==> src/rtl/sv_accum_pkg.sv <==
// Shared types and the clamp helper used by both the step counter and the result datapath.
package sv_accum_pkg;

    localparam int MAX_W = 64;

    typedef enum logic {
        ARITH_WRAP = 1'b0,
        ARITH_SAT  = 1'b1
    } arith_mode_e;

    typedef enum logic {
        DIR_UP   = 1'b0,
        DIR_DOWN = 1'b1
    } dir_e;

    // raw is an unsigned sum with headroom; result is wrapped or clamped to 'width' bits.
    function automatic logic [MAX_W-1:0] sat_add(
        input logic [MAX_W+1:0] raw,
        input int               width,
        input arith_mode_e      mode
    );
        logic [MAX_W+1:0] lim;
        lim = ((MAX_W+2)'(1) << width) - (MAX_W+2)'(1);
        if (mode == ARITH_SAT && raw > lim) begin
            return lim[MAX_W-1:0];
        end
        return raw[MAX_W-1:0] & lim[MAX_W-1:0];
    endfunction

endpackage

==> src/rtl/sv_step_counter.sv <==
// Programmable up/down step counter with clear, load and wrap/saturate bounds.
module sv_step_counter
    import sv_accum_pkg::*;
#(
    parameter int WIDTH  = 8,
    parameter int STEP_W = 4
) (
    input  logic              clk,
    input  logic              rst_n,
    input  logic              clr,
    input  logic              load,
    input  logic [WIDTH-1:0]  load_val,
    input  logic              adv,
    input  logic [STEP_W-1:0] step,
    input  logic              down,
    input  logic              sat,
    output logic [WIDTH-1:0]  cnt
);

    logic [WIDTH-1:0] r_cnt;
    logic [WIDTH-1:0] w_cnt_next;
    logic [WIDTH+1:0] w_up_raw;
    logic [WIDTH-1:0] w_up;
    logic [WIDTH:0]   w_dn_raw;
    arith_mode_e      w_mode;
    dir_e             w_dir;

    assign w_mode   = arith_mode_e'(sat);
    assign w_dir    = dir_e'(down);
    assign w_up_raw = (WIDTH+2)'(r_cnt) + (WIDTH+2)'(step);
    assign w_up     = WIDTH'(sat_add((MAX_W+2)'(w_up_raw), WIDTH, w_mode));
    // Top bit of the extended difference is the borrow, i.e. the count went below zero.
    assign w_dn_raw = (WIDTH+1)'(r_cnt) - (WIDTH+1)'(step);

    always_comb begin
        w_cnt_next = r_cnt;
        if (clr) begin
            w_cnt_next = '0;
        end else if (load) begin
            w_cnt_next = load_val;
        end else if (adv) begin
            if (w_dir == DIR_DOWN) begin
                if (w_mode == ARITH_SAT && w_dn_raw[WIDTH]) begin
                    w_cnt_next = '0;
                end else begin
                    w_cnt_next = w_dn_raw[WIDTH-1:0];
                end
            end else begin
                w_cnt_next = w_up;
            end
        end
    end

    always_ff @(posedge clk or negedge rst_n) begin
        if (!rst_n) begin
            r_cnt <= '0;
        end else begin
            r_cnt <= w_cnt_next;
        end
    end

    assign cnt = r_cnt;

endmodule

==> src/rtl/sv_step_accum.sv <==
// Handshaked accumulator: registered result = a + b + running counter, with overflow flag.
module sv_step_accum
    import sv_accum_pkg::*;
#(
    parameter int WIDTH    = 8,
    parameter int STEP_W   = 4,
    parameter int FREE_RUN = 0
) (
    input  logic              clk,
    input  logic              rst_n,
    input  logic              in_valid,
    output logic              in_ready,
    input  logic [WIDTH-1:0]  in_a,
    input  logic [WIDTH-1:0]  in_b,
    output logic              out_valid,
    input  logic              out_ready,
    output logic [WIDTH-1:0]  out_sum,
    output logic              out_ovf,
    input  logic [STEP_W-1:0] cfg_step,
    input  logic              cfg_down,
    input  logic              cfg_sat,
    input  logic              cnt_clr,
    input  logic              cnt_load,
    input  logic [WIDTH-1:0]  cnt_load_val,
    output logic [WIDTH-1:0]  cnt_val
);

    logic             r_out_valid;
    logic [WIDTH-1:0] r_out_sum;
    logic             r_out_ovf;
    logic             w_in_ready;
    logic             w_accept;
    logic             w_adv;
    logic [WIDTH-1:0] w_cnt;
    logic [WIDTH+1:0] w_raw;
    logic             w_ovf;
    logic [WIDTH-1:0] w_sum;

    assign w_in_ready = !r_out_valid || out_ready;
    assign w_accept   = in_valid && w_in_ready;
    assign w_adv      = (FREE_RUN != 0) ? 1'b1 : w_accept;

    // The counter's pre-update value feeds the sum, so clr/load never affect this result.
    assign w_raw = (WIDTH+2)'(in_a) + (WIDTH+2)'(in_b) + (WIDTH+2)'(w_cnt);
    assign w_ovf = |w_raw[WIDTH+1:WIDTH];
    assign w_sum = WIDTH'(sat_add((MAX_W+2)'(w_raw), WIDTH, arith_mode_e'(cfg_sat)));

    sv_step_counter #(
        .WIDTH  (WIDTH),
        .STEP_W (STEP_W)
    ) u_counter (
        .clk      (clk),
        .rst_n    (rst_n),
        .clr      (cnt_clr),
        .load     (cnt_load),
        .load_val (cnt_load_val),
        .adv      (w_adv),
        .step     (cfg_step),
        .down     (cfg_down),
        .sat      (cfg_sat),
        .cnt      (w_cnt)
    );

    always_ff @(posedge clk or negedge rst_n) begin
        if (!rst_n) begin
            r_out_valid <= 1'b0;
            r_out_sum   <= '0;
            r_out_ovf   <= 1'b0;
        end else if (w_accept) begin
            r_out_valid <= 1'b1;
            r_out_sum   <= w_sum;
            r_out_ovf   <= w_ovf;
        end else if (r_out_valid && out_ready) begin
            r_out_valid <= 1'b0;
        end
    end

    assign in_ready  = w_in_ready;
    assign out_valid = r_out_valid;
    assign out_sum   = r_out_sum;
    assign out_ovf   = r_out_ovf;
    assign cnt_val   = w_cnt;

endmodule

==> config.mk <==
export PLATFORM = sky130hd
export DESIGN_NAME = sv_step_accum
export DESIGN_NICKNAME = d
export VERILOG_FILES = /design/src/rtl/sv_accum_pkg.sv /design/src/rtl/sv_step_counter.sv /design/src/rtl/sv_step_accum.sv
export SDC_FILE = /design/constraint.sdc
export NUM_CORES = 1
export LEC_CHECK = 0
export CORE_ASPECT_RATIO = 1.2
export CORE_MARGIN = 8
export CORE_UTILIZATION = 48
export DETAILED_ROUTE_END_ITERATION = 10
export GPL_TIMING_DRIVEN = 0
export HOLD_SLACK_MARGIN = 0.02
export PLACE_DENSITY = 0.9
export RECOVER_POWER = 100
export REMOVE_ABC_BUFFERS = 1
export SLEW_MARGIN = 20
export SYNTH_ARGS = -nofsm -noshare
export SYNTH_HDL_FRONTEND = slang
export SYNTH_SLANG_ARGS = --single-unit
==> constraint.sdc <==
create_clock -name clk -period 3.7 [get_ports clk]
set_input_delay 0.74 -clock clk [delete_from_list [all_inputs] [get_ports clk]]
set_output_delay 0.74 -clock clk [all_outputs]
set_load 0.05 [all_outputs]
Word level (Yosys, flattened, before mapping)
Cells that the tools add are included.
- flip-flop bits (word level): 18
- input bits: 36
- output and inout port bits: 19
- word-level logic and storage cells: 33
- add/sub/neg operators: 4
- magnitude comparators: 2
- mux-type cells: 13
- reductions and logical operators: 10
- operators with widths (cell ; number):
    two-way mux 8 bit ; 9
    > comparator 10 x 8 -> 1 bit (second input constant) ; 2
    adder 9 x 8 -> 10 bit ; 1
    adder 8 x 4 -> 9 bit ; 1
    adder 8 x 8 -> 9 bit ; 1
    subtractor 8 x 4 -> 9 bit ; 1
    logical AND 1 bit ; 5
    two-way mux 1 bit ; 4
    nonzero test 3 bit ; 1
    nonzero test 2 bit ; 1
    OR reduction 2 bit ; 1
    logical NOT 1 bit ; 1
    logical OR 1 bit ; 1

Longest topological paths before layout
Gate-level depths: netlist of the first run.
- word-level depth: 9
- depth in mapped cells: 11
- mapped depth without buffers: 11

By module
From an unflattened synthesis of the first run, not the netlist that was laid out.
- cell total of the unflattened synthesis: 207
- area, all modules: 1835.5 um^2
- modules (own cells, without submodules) (module ; times used ; cells each ; area each (um^2) ; sequential area each (um^2)):
    sv_step_counter ; 1 ; 125 ; 997.2 ; 200.2
    sv_step_accum ; 1 ; 82 ; 838.3 ; 250.2

Worst setup path before layout of the first run
No wires, ideal clock.
- path kind: reg2reg
- start point: reg u_counter.r_cnt[1], in the netlist u_counter.cnt[1]
- end point: reg r_out_sum[3], in the netlist out_sum[3]
- library setup time: 0.141 ns
- data arrival time: 2.853 ns
- required time: 3.559 ns
- path slack: 0.706 ns
- stages on the path, launching flop included: 12
- buffers on the path: 0
- clock period less this slack: 2.994 ns
- cells stage by stage: dfrtp_1 -> inv_1 -> fa_1 -> inv_1 -> ha_1 -> fa_1 -> a211oi_1 -> o211ai_1 -> nand2_1 -> a31oi_1 -> nand2_1 -> a31oi_1
- cells in the longest elaborated chain, start to end: 5
- RTL lines (element ; RTL line ; RTL):
    start, declared ; sv_step_counter.sv:20 ; logic [WIDTH-1:0] r_cnt;
    start signal, assigned ; sv_step_counter.sv:58 ; r_cnt <= w_cnt_next;
    adder 9 x 8 -> 10 bit (*) ; sv_step_accum.sv:44 ; assign w_raw = (WIDTH+2)'(in_a) + (WIDTH+2)'(in_b) + (WIDTH+2)'(w_cnt);
    > comparator 10 x 8 -> 1 bit ; sv_accum_pkg.sv:24 ; if (mode == ARITH_SAT && raw > lim) begin
    logical AND 1 bit ; sv_accum_pkg.sv:24 ;
    two-way mux 1 bit ; sv_accum_pkg.sv:24 ;
    two-way mux 8 bit (*) ; sv_accum_pkg.sv:27 ; return raw[MAX_W-1:0] & lim[MAX_W-1:0];
    end signal, assigned ; sv_step_accum.sv:71 ; r_out_sum <= w_sum;
    end, declared ; sv_step_accum.sv:29 ; logic [WIDTH-1:0] r_out_sum;
Every way passes the cells marked *; elsewhere a longest branch is shown, timed or not.
A chain may end at the register's enable or synchronous reset.

Final worst setup path of the first run
- start point: in cfg_step[0]
- end point: reg u_counter.r_cnt[3], in the netlist u_counter.cnt[3]
- cells in the longest elaborated chain, start to end: 9
- elaborated cells between the ends (all ways): 12
- classes of those cells: add/sub: 2; order compare: 1; mux: 7; reduce/logical: 2
- RTL lines (element ; RTL line ; RTL):
    start, declared ; sv_step_accum.sv:19 ; input logic [STEP_W-1:0] cfg_step,
    adder 8 x 4 -> 9 bit ; sv_step_counter.sv:30 ; assign w_up_raw = (WIDTH+2)'(r_cnt) + (WIDTH+2)'(step);
    > comparator 10 x 8 -> 1 bit ; sv_accum_pkg.sv:24 ;
    logical AND 1 bit ; sv_accum_pkg.sv:24 ;
    two-way mux 1 bit ; sv_accum_pkg.sv:24 ;
    two-way mux 8 bit ; sv_accum_pkg.sv:27 ;
    two-way mux 8 bit (*) ; sv_step_counter.sv:42 ; if (w_dir == DIR_DOWN) begin
    two-way mux 8 bit (*) ; sv_step_counter.sv:41 ; end else if (adv) begin
    two-way mux 8 bit (*) ; sv_step_counter.sv:39 ; end else if (load) begin
    two-way mux 8 bit (*) ; sv_step_counter.sv:37 ; if (clr) begin
Every way passes the cells marked *; elsewhere a longest branch is shown, timed or not. The select of a mux whose other input is x is not followed.

==> impl_metrics.toml, run 1 <==
[outcome]
status = "finished clean"

[logic_synthesis]
yosys_warnings = 0
synth-edff-count = 0
synthDominantAreaCellType = "dfrtp_1"
yosysTopAreaCellShare = 0.2423
yosysSeqAreaShare = 0.2423
synthFlopType = "dfrtp_1"
post_synth.cell_area_avg_um2 = 8.490
most_used_standard_cells_in_the_synthesized_netlist = "a21oi_1, nor2_1, inv_1"
synth_most_common_cell = "a21oi_1"
yosys-top-cells-area = "dfrtp_1, fa_1, ha_1, a21oi_1, nor2_1"
synth.lib_cells_used.distinct = 42
yosys_register_bits = 18
mappedNetlistArea_mm2 = 0.001859
postSynth.asyncResetShare = 1.000
postSynthCellCount = 219

[placed_design]
place.detailed.hpwl_um = 3909
routabilityCongestion = 0.8557
portBuffers = 54
pre_cts_ws_ns = -0.006811
placed_area_mm2 = 0.002439

[detailed_routing]
drcViolationCount = 0
detail_route.iter0.violations = 104
via_count = 1825
post_drt_via_cell_ratio = 5.633
drt-wirelength-per-cell_um = 15.35
firstDrtPassIters = 4
antenna_violating_nets_post_route = 0
finalWirelength_um = 4973

[power]
clkPwrFrac = 0.164
switching_share_of_total_power = 0.4501
worst_voltage_drop_across_the_vdd_grid_mv = 0.2490
power_frac_comb = 0.564
total_leakage_power_nw = 1.067
power_density_normalized_to_cell_area_mw_per_mm2 = 397.6
power.net_switching_uw = 441.5
p_int_uw = 539.5
power.share.sequential = 0.273

[layout]
postLayoutCellArea_mm2 = 0.002467
final_net_count = 333
layout.area.seq_um2 = 450.4
fillers = 322
insertedDiodeCount = 0
multi_input_gate_area_in_the_final_layout_mm2 = 0.001282
area_delta_synth_final_pct = 32.71
drive_gt1_frac = 0.02963
fin_util = 0.6466

[global_route]
gr-total-overflow = 0
grt_util_all_layers = 0.1623
number_of_antenna_violations_at_the_first_check_in_global_routing = 0
maximum_number_of_pins_on_one_net_before_global_route_repair = 20
vias_in_the_first_global_route = 1825
grt_first_pass_wirelength_um = 8286

[clock_tree]
numCtsBuffers = 3
clk_pin_slew_ns = 0.07
post_cts_hold_buffer_count = 0
tritoncts = "yes"
cts.htree.levels = 1
clkSinkCount = 18
clockBufferDepth = 2
clk_latency_ns = 0.25
cts.root.buffer_cell = "clkbuf_8"
number_of_buffers_inserted_by_post_cts_setup_repair = 0

[floorplan]
initial_core_util = 0.4872
die_w_um = 72.82
floorplan.core_area_mm2 = 0.003816
dieArea_mm2 = 0.006129
placementRows = 25
fp.dieH_um = 84.18
top_level_ports = 55

[timing]
worst_max_slew_margin_expressed_relative_to_the_limit = 0.4471
final_min_period_over_clock_period = 0.9318
worst_slack_ns = 0.2522
tns_ns = 0
rsz0062_at_grt = "false"
setup_viol = 0
final_count_of_hold_timing_violations = 0
fin_crit_ns = 3.448
transition_time_at_the_pin_with_the_least_slew_margin_ns = 0.8267
fmaxAchievable_mhz = 290.0
slew_limit_fails = 0
final.setup_skew_ns = 0.0007619
whs_ns = 0.4989

[job]
cap_viol_max_count = 0

[min_path]
min_path_type = "flip-flop to flip-flop"

[critical_path]
critPathKind = "primary input to flip-flop"
critical_path_required_ns = 3.87
worstSetupStartpointType = "primary input"
cp_max_fo = 6
critical_path.endpoint_type = "flip-flop"
timing.critical_path.arrival_ns = 3.62
## state kept, by name, indices dropped and copies added, names as in the netlist
name / flops
out_ovf: 1
u_counter.cnt: 8
out_sum: 8
out_valid: 1
## placed cells by master (no fill, tap or decap), types with 3 or more instances in the layout
| master | n |
|---|---|
| nor2b_1 | 6 |
| nor2_1 | 23 |
| nand2b_1 | 8 |
| nand2_1 | 15 |
| xor2_1 | 3 |
| o31ai_1 | 3 |
| o21bai_1 | 3 |
| a21o_1 | 5 |
| clkdlybuf4s50_1 | 32 |
| dlygate4sd3_1 | 22 |
| inv_1 | 19 |
| fa_1 | 11 |
| a21oi_1 | 24 |
| o21ai_0 | 11 |
| a31oi_1 | 7 |
| ha_1 | 15 |
| clkbuf_8 | 4 |
| nor3_1 | 8 |
| dfrtp_1 | 18 |
## worst max-delay path, stage by stage
cell and delay [ns]:
dlygate4sd3_1 0.56, ha_1 0.18, inv_1 0.06, fa_1 0.40, or3_1 0.39, a311oi_2 0.56
nor2_1 0.19, a221oi_1 0.31, o21ai_1 0.11, a21oi_1 0.12
## power by group through the flow
stage | clock network [mW] | logic, mW | registers [mW]
6_report | 0.160 | 0.553 | 0.267
5_1_grt | 0.168 | 0.605 | 0.273
4_1_cts | 0.159 | 0.571 | 0.270
3_5_place_dp | 0 | 0.566 | 0.273
3_3_place_gp | 0 | 0.552 | 0.272
2_1_floorplan | 0 | 0.233 | 0.413
## layer usage
layer	vias to the layer above	GRT usage	part of all wire
li1	885	-	-
met1	883	0.1851	0.41
met3	4	0.03576	0.060
met2	53	0.2928	0.52
met4	0	0.03832	0.0092
met5	-	0	0
## cell type report
type | count | area share
multi-input combinational | 175 | 0.5198
sequential | 18 | 0.1826
timing repair buffer | 54 | 0.2191
clock buffer | 4 | 0.02231
inverter | 19 | 0.02890
tap | 54 | 0.02738
## worst paths after layout
path / cells after the start / slack (ns) / to / start
setup / recovery: 10 / 0.25 / u_counter.cnt[3]$_DFFE_PN0P_ / cfg_step[0]
setup reg to reg: 11 / 0.76 / out_sum[7]$_DFFE_PN0P_ / u_counter.cnt[1]$_DFFE_PN0P_
hold reg to reg: 2 / 0.50 / out_ovf$_DFFE_PN0P_ / out_ovf$_DFFE_PN0P_
min in group asynchronous: 1 / 1.03 / out_valid$_DFFE_PN0P_ / rst_n
hold / removal: 2 / 0.50 / out_ovf$_DFFE_PN0P_ / out_ovf$_DFFE_PN0P_
max in group asynchronous: 1 / 2.16 / u_counter.cnt[7]$_DFFE_PN0P_ / rst_n
## through the flow
stage,cells,power (mW)
5_1_grt,324,1.046
2_1_floorplan,212,0.6454
3_5_place_dp,320,0.8388
4_1_cts,324,0.9990
6_report,324,0.9810
3_3_place_gp,320,0.8245
## cell families after synthesis
kind of cell,synth area share
and+or+nand+nor,0.1824
buffers and inverters,0.05383
adders and majority gates,0.2194
AOI/OAI and AO/OA,0.2786
xor gates and xnor gates,0.02356
DFF,0.2423
## what timing repair did
action | CTS | global route
setup endpoints to repair | 0 | 8
resized for setup | 0 | 1
hold endpoints to repair | 0 | 0
Power figures use the tool's default switching activity.
==> inputs of run 2 (changes only) <==
ABC_AREA = 1   (was default)
CORE_UTILIZATION = 49   (was 48)
PLACE_DENSITY = 0.82   (was 0.9)
==> impl_metrics.toml, run 2 <==
[outcome]
status = "finished clean"

[power]
power_density_normalized_to_cell_area_mw_per_mm2 = 453.3
post-layout-total-power_mw = 1.159
total_leakage_power_nw = 1.308
worst_voltage_drop_across_the_vdd_grid_mv = 0.1597

[layout]
insertedDiodeCount = 0
mostFrequentLayoutCells = "nand2_1, nor2_1, inv_1, clkdlybuf4s50_1"
layout.area.seq_um2 = 450.4
area_delta_synth_final_pct = 32.30
drive_gt1_frac = 0.02994
fillers = 365
final_net_count = 397
commonest_non_fill_non_tap_cell_in_the_layout = "nand2_1"
multi_input_gate_area_in_the_final_layout_mm2 = 0.001303
postLayoutCellArea_mm2 = 0.002557

[placed_design]
portBuffers = 54
place.detailed.hpwl_um = 4270
routabilityCongestion = 0.8820
placed_area_mm2 = 0.002512

[detailed_routing]
detail_route.iter0.violations = 146
finalWirelength_um = 5338
post_drt_via_cell_ratio = 5.072
wl_met2_um = 2757
antenna_violating_nets_post_route = 0
drcViolationCount = 0
drt-wirelength-per-cell_um = 13.76
via_count = 1968
firstDrtPassIters = 4
wirelength_met1_um = 2165
met3WireLength_um = 315
top_signal_layer_used = "met4"

[logic_synthesis]
synthDominantAreaCellType = "dfrtp_1"
most_used_standard_cells_in_the_synthesized_netlist = "nand2_1, nor2_1, inv_1"
yosys_register_bits = 18
post_synth.cell_area_avg_um2 = 6.879
postSynthCellCount = 281
mappedNetlistArea_mm2 = 0.001933
synth-edff-count = 0
postSynth.asyncResetShare = 1.000
yosys_warnings = 0
yosys-top-cells-area = "dfrtp_1, nand2_1, fa_1, ha_1, nor2_1"
synth_most_common_cell = "nand2_1"
yosysTopAreaCellShare = 0.2330
yosysSeqAreaShare = 0.2330
synthFlopType = "dfrtp_1"
synth.lib_cells_used.distinct = 28

[timing]
fin_crit_ns = 3.317
fmaxAchievable_mhz = 301.5
final_count_of_hold_timing_violations = 0
rsz0062_at_grt = "false"
setup_viol = 0
slew_limit_fails = 0
worst_max_slew_margin_expressed_relative_to_the_limit = 0.4576
transition_time_at_the_pin_with_the_least_slew_margin_ns = 0.8109
final.setup_skew_ns = 0.002253
whs_ns = 0.5231
final_min_period_over_clock_period = 0.8964
tns_ns = 0

[global_route]
vias_in_the_first_global_route = 1991
maximum_number_of_pins_on_one_net_before_global_route_repair = 19
grt_util_all_layers = 0.1764
gr-total-overflow = 0
number_of_antenna_violations_at_the_first_check_in_global_routing = 0
grt_first_pass_wirelength_um = 8901

[floorplan]
floorplan.core_area_mm2 = 0.003879
die_w_um = 73.34
dieArea_mm2 = 0.006219
fp.dieH_um = 84.81
initial_core_util = 0.4984
placementRows = 25
top_level_ports = 55

[clock_tree]
tritoncts = "yes"
clk_pin_slew_ns = 0.07
number_of_buffers_inserted_by_post_cts_setup_repair = 0
post_cts_hold_buffer_count = 0
cts.root.buffer_cell = "clkbuf_8"
cts_repair_resize_count = 0
numCtsBuffers = 3
clkSinkCount = 18
cts.htree.levels = 1
clockBufferDepth = 2
clk_latency_ns = 0.26

[min_path]
min_path_type = "flip-flop to flip-flop"

[critical_path]
critical_path_required_ns = 3.83
critPathKind = "primary input to flip-flop"
cp_max_fo = 8
critical_path.endpoint_type = "flip-flop"
timing.critical_path.arrival_ns = 3.45
worstSetupStartpointType = "primary input"

[job]
cap_viol_max_count = 0
run 2: cell types whose count changed in the layout (fill, tap and decap cells not counted), sizes merged, moves of 5 or more:
| cell | previous run | this run |
|---|---|---|
| a21o | 5 | 0 |
| a31oi | 7 | 0 |
| inv | 19 | 37 |
| nand2 | 15 | 91 |
| nand2b | 8 | 0 |
| nand3 | 2 | 21 |
| nor2 | 23 | 36 |
| nor2b | 6 | 0 |
| nor3 | 8 | 2 |
| o21ai | 12 | 5 |
run 2: metal layers:
layer	global-route usage	up-vias
met5	0	-
met4	0.06922	0
met3	0.02980	9
met2	0.3252	77
met1	0.1893	889
li1	-	993
run 2: cells by family (layout without fill, tap and decap cells):
logic type	Yosys count	after routing	synth area share
and+or+nand+nor	155	155	0.3385
AOI/OAI and AO/OA	32	32	0.09321
buffers and inverters	42	95	0.08802
adders and majority gates	26	26	0.2110
xor gates and xnor gates	8	8	0.03625
DFF	18	18	0.2330
run 2: report_power, final:
| part | internal, mW | leakage, nW | switching, mW | total [mW] |
|---|---|---|---|---|
| Combinational | 0.247 | 1.07 | 0.457 | 0.704 |
| Sequential | 0.247 | 0.211 | 0.0439 | 0.290 |
| Clock | 0.0948 | 0.0288 | 0.0702 | 0.165 |
| Total | 0.588 | 1.31 | 0.571 | 1.16 |
run 2: worst max-delay path, stage by stage:
cell and delay (ns):
dlygate4sd3_1 0.54, inv_1 0.06, fa_1 0.52, inv_1 0.04, ha_1 0.22, fa_1 0.43, nand3_1 0.13, nand3_1 0.11
a21oi_1 0.17, nand3_1 0.12, nand2_1 0.26, a21oi_1 0.11
run 2: through the flow:
step,std cells,worst slack [ns],utilization
finish,388,0.3834,0.6594
CTS,388,0.4468,0.6619
floorplan,276,0.8988,-
global route,388,0.1821,0.6594
global placement,384,0.2966,0.6477
detailed placement,384,0.2374,0.6477
run 2: cell type report:
cell class              instances  area share
multi-input cells             221      0.5093
repair buffers                 54      0.2114
flip-flops and latches         18      0.1761
inverters                      37     0.05528
well taps                      54     0.02642
clock buffers                   4     0.02153
run 2: path summary, 6_finish.rpt:
path	endpoint	slack, ns	cells past startpoint	startpoint
worst max-delay path	out_sum[0]$_DFFE_PN0P_	0.38	12	in_a[1]
max in group asynchronous	out_sum[1]$_DFFE_PN0P_	2.19	1	rst_n
worst max register to register	out_sum[0]$_DFFE_PN0P_	0.87	11	u_counter.cnt[1]$_DFFE_PN0P_
min in group asynchronous	out_sum[6]$_DFFE_PN0P_	1.01	1	rst_n
worst min register to register	out_sum[3]$_DFFE_PN0P_	0.52	2	out_sum[3]$_DFFE_PN0P_
worst min-delay path	out_sum[3]$_DFFE_PN0P_	0.52	2	out_sum[3]$_DFFE_PN0P_
==> inputs of run 3 (changes only) <==
REMOVE_ABC_BUFFERS = default   (was 1)
==> impl_metrics.toml, run 3 (synthesis gave the netlist of run 2 again) <==
[timing]
fmaxAchievable_mhz = 306.0
slew_limit_fails = 0
rsz0062_at_grt = "false"
final_min_period_over_clock_period = 0.8833
transition_time_at_the_pin_with_the_least_slew_margin_ns = 0.8660
final.setup_skew_ns = 0.002005
tns_ns = 0
final_count_of_hold_timing_violations = 0
setup_viol = 0
fin_crit_ns = 3.268
worst_max_slew_margin_expressed_relative_to_the_limit = 0.4208

[critical_path]
timing.critical_path.arrival_ns = 3.40
worstSetupStartpointType = "primary input"
cp_common_cell = "nand3_1"
worstPathCellList = "dlygate4sd3_1 > inv_1 > fa_1 > inv_1 > ha_1 > fa_1 > nand3_1 > nand3_1 > a21oi_1 > nand3_1 > nand2_1 > a21oi_1"
critPathMaxStageDelay_ns = 0.53
cp_max_fo = 8
critPathKind = "primary input to flip-flop"
worstRegToRegCells = 11
critical_path.endpoint_type = "flip-flop"
critical_path.slowest_cell = "dlygate4sd3_1"
critical_path_required_ns = 3.83

[power]
total_leakage_power_nw = 1.314
worst_voltage_drop_across_the_vdd_grid_mv = 0.2089
switching_share_of_total_power = 0.4978
power.net_switching_uw = 562.1
power_frac_comb = 0.619
power.share.sequential = 0.254
clkPwrFrac = 0.128
p_int_uw = 567.0
power_density_normalized_to_cell_area_mw_per_mm2 = 441.0

[detailed_routing]
post_drt_via_cell_ratio = 5.028
drt-wirelength-per-cell_um = 12.71
firstDrtPassIters = 5
drcViolationCount = 0
via_count = 1966
detail_route.iter0.violations = 70
finalWirelength_um = 4971
antenna_violating_nets_post_route = 0

[clock_tree]
cts.root.buffer_cell = "clkbuf_8"
post_cts_hold_buffer_count = 0
number_of_buffers_inserted_by_post_cts_setup_repair = 0
cts.htree.levels = 1
clkSinkCount = 18
numCtsBuffers = 3
clockBufferDepth = 2
clk_pin_slew_ns = 0.07
clk_latency_ns = 0.26
tritoncts = "yes"
cts_repair_resize_count = 0

[min_path]
worst_hold_path_cell_count = 2
min_path_type = "flip-flop to flip-flop"

[layout]
drive_gt1_frac = 0.03264
mostFrequentLayoutCells = "nand2_1, nor2_1, inv_1, clkdlybuf4s50_1"
layout.area.seq_um2 = 450.4
area_delta_synth_final_pct = 32.43
insertedDiodeCount = 0
fillers = 386
commonest_non_fill_non_tap_cell_in_the_layout = "nand2_1"
final_net_count = 401
postLayoutCellArea_mm2 = 0.002560
multi_input_gate_area_in_the_final_layout_mm2 = 0.001300

[placed_design]
portBuffers = 53
place.detailed.hpwl_um = 4112
routabilityCongestion = 0.8682
placed_area_mm2 = 0.002531

[global_route]
number_of_antenna_violations_at_the_first_check_in_global_routing = 0
grt_first_pass_wirelength_um = 8707
maximum_number_of_pins_on_one_net_before_global_route_repair = 19
vias_in_the_first_global_route = 2026
grt_util_all_layers = 0.1704
gr-total-overflow = 0

[logic_synthesis]
synthesis.nets = 343

[floorplan]
die_w_um = 73.34
dieArea_mm2 = 0.006219
initial_core_util = 0.4984
placementRows = 25
top_level_ports = 55
fp.dieH_um = 84.81
floorplan.core_area_mm2 = 0.003879

[outcome]
status = "finished clean"

[job]
cap_viol_max_count = 0
## run 3: layout make-up
| cell class | count | share of cell area |
|---|---|---|
| multi-input combinational | 221 | 0.5078 |
| timing repair buffer | 53 | 0.2072 |
| buffer | 5 | 0.01124 |
| clock buffer | 3 | 0.01613 |
| sequential | 18 | 0.1760 |
| tap | 54 | 0.02639 |
| inverter | 37 | 0.05523 |
## run 3: per-layer routing
layer / wire length [µm] / vias up / GRT usage
li1: - / 1002 / -
met1: 2143 / 901 / 0.1982
met2: 2491 / 49 / 0.3064
met3: 230 / 14 / 0.02145
met4: 106 / 0 / 0.05647
met5: 0 / - / 0
## run 3: through the flow
step,hold WS (ns),worst slack [ns],cells,total power [mW],utilization
floorplan,0.4444,0.8988,281,0.7869,-
CTS,0.5010,0.4971,391,1.156,0.6632
finish,0.4858,0.4317,391,1.129,0.6600
global placement,0.4651,0.2739,388,0.9962,0.6526
global route,0.5495,0.2987,391,1.218,0.6600
detailed placement,0.4819,0.2314,388,1.013,0.6526
## run 3: worst max-delay path: cells and delay by family
| kind | cells | cell delay, ns |
|---|---|---|
| adders and majority gates | 3 | 1.17 |
| buffers and inverters | 3 | 0.63 |
| AOI/OAI and AO/OA | 2 | 0.25 |
| and+or+nand+nor | 4 | 0.60 |
## run 3: power by group through the flow
| stage | sequential, mW | combinational [mW] | clock, mW |
|---|---|---|---|
| floorplan | 0.465 | 0.322 | 0 |
| global route | 0.296 | 0.771 | 0.151 |
| detailed placement | 0.293 | 0.720 | 0 |
| global placement | 0.290 | 0.706 | 0 |
| CTS | 0.289 | 0.724 | 0.143 |
| finish | 0.286 | 0.699 | 0.144 |
## run 3: final timing paths
kind	from	to	slack [ns]
setup / recovery	in_a[1]	out_sum[3]$_DFFE_PN0P_	0.43
max in group asynchronous	rst_n	u_counter.cnt[2]$_DFFE_PN0P_	2.13
min in group asynchronous	rst_n	out_sum[7]$_DFFE_PN0P_	1.04
hold / removal	out_ovf$_DFFE_PN0P_	out_ovf$_DFFE_PN0P_	0.49
hold reg to reg	out_ovf$_DFFE_PN0P_	out_ovf$_DFFE_PN0P_	0.49
setup reg to reg	u_counter.cnt[1]$_DFFE_PN0P_	out_sum[3]$_DFFE_PN0P_	0.96
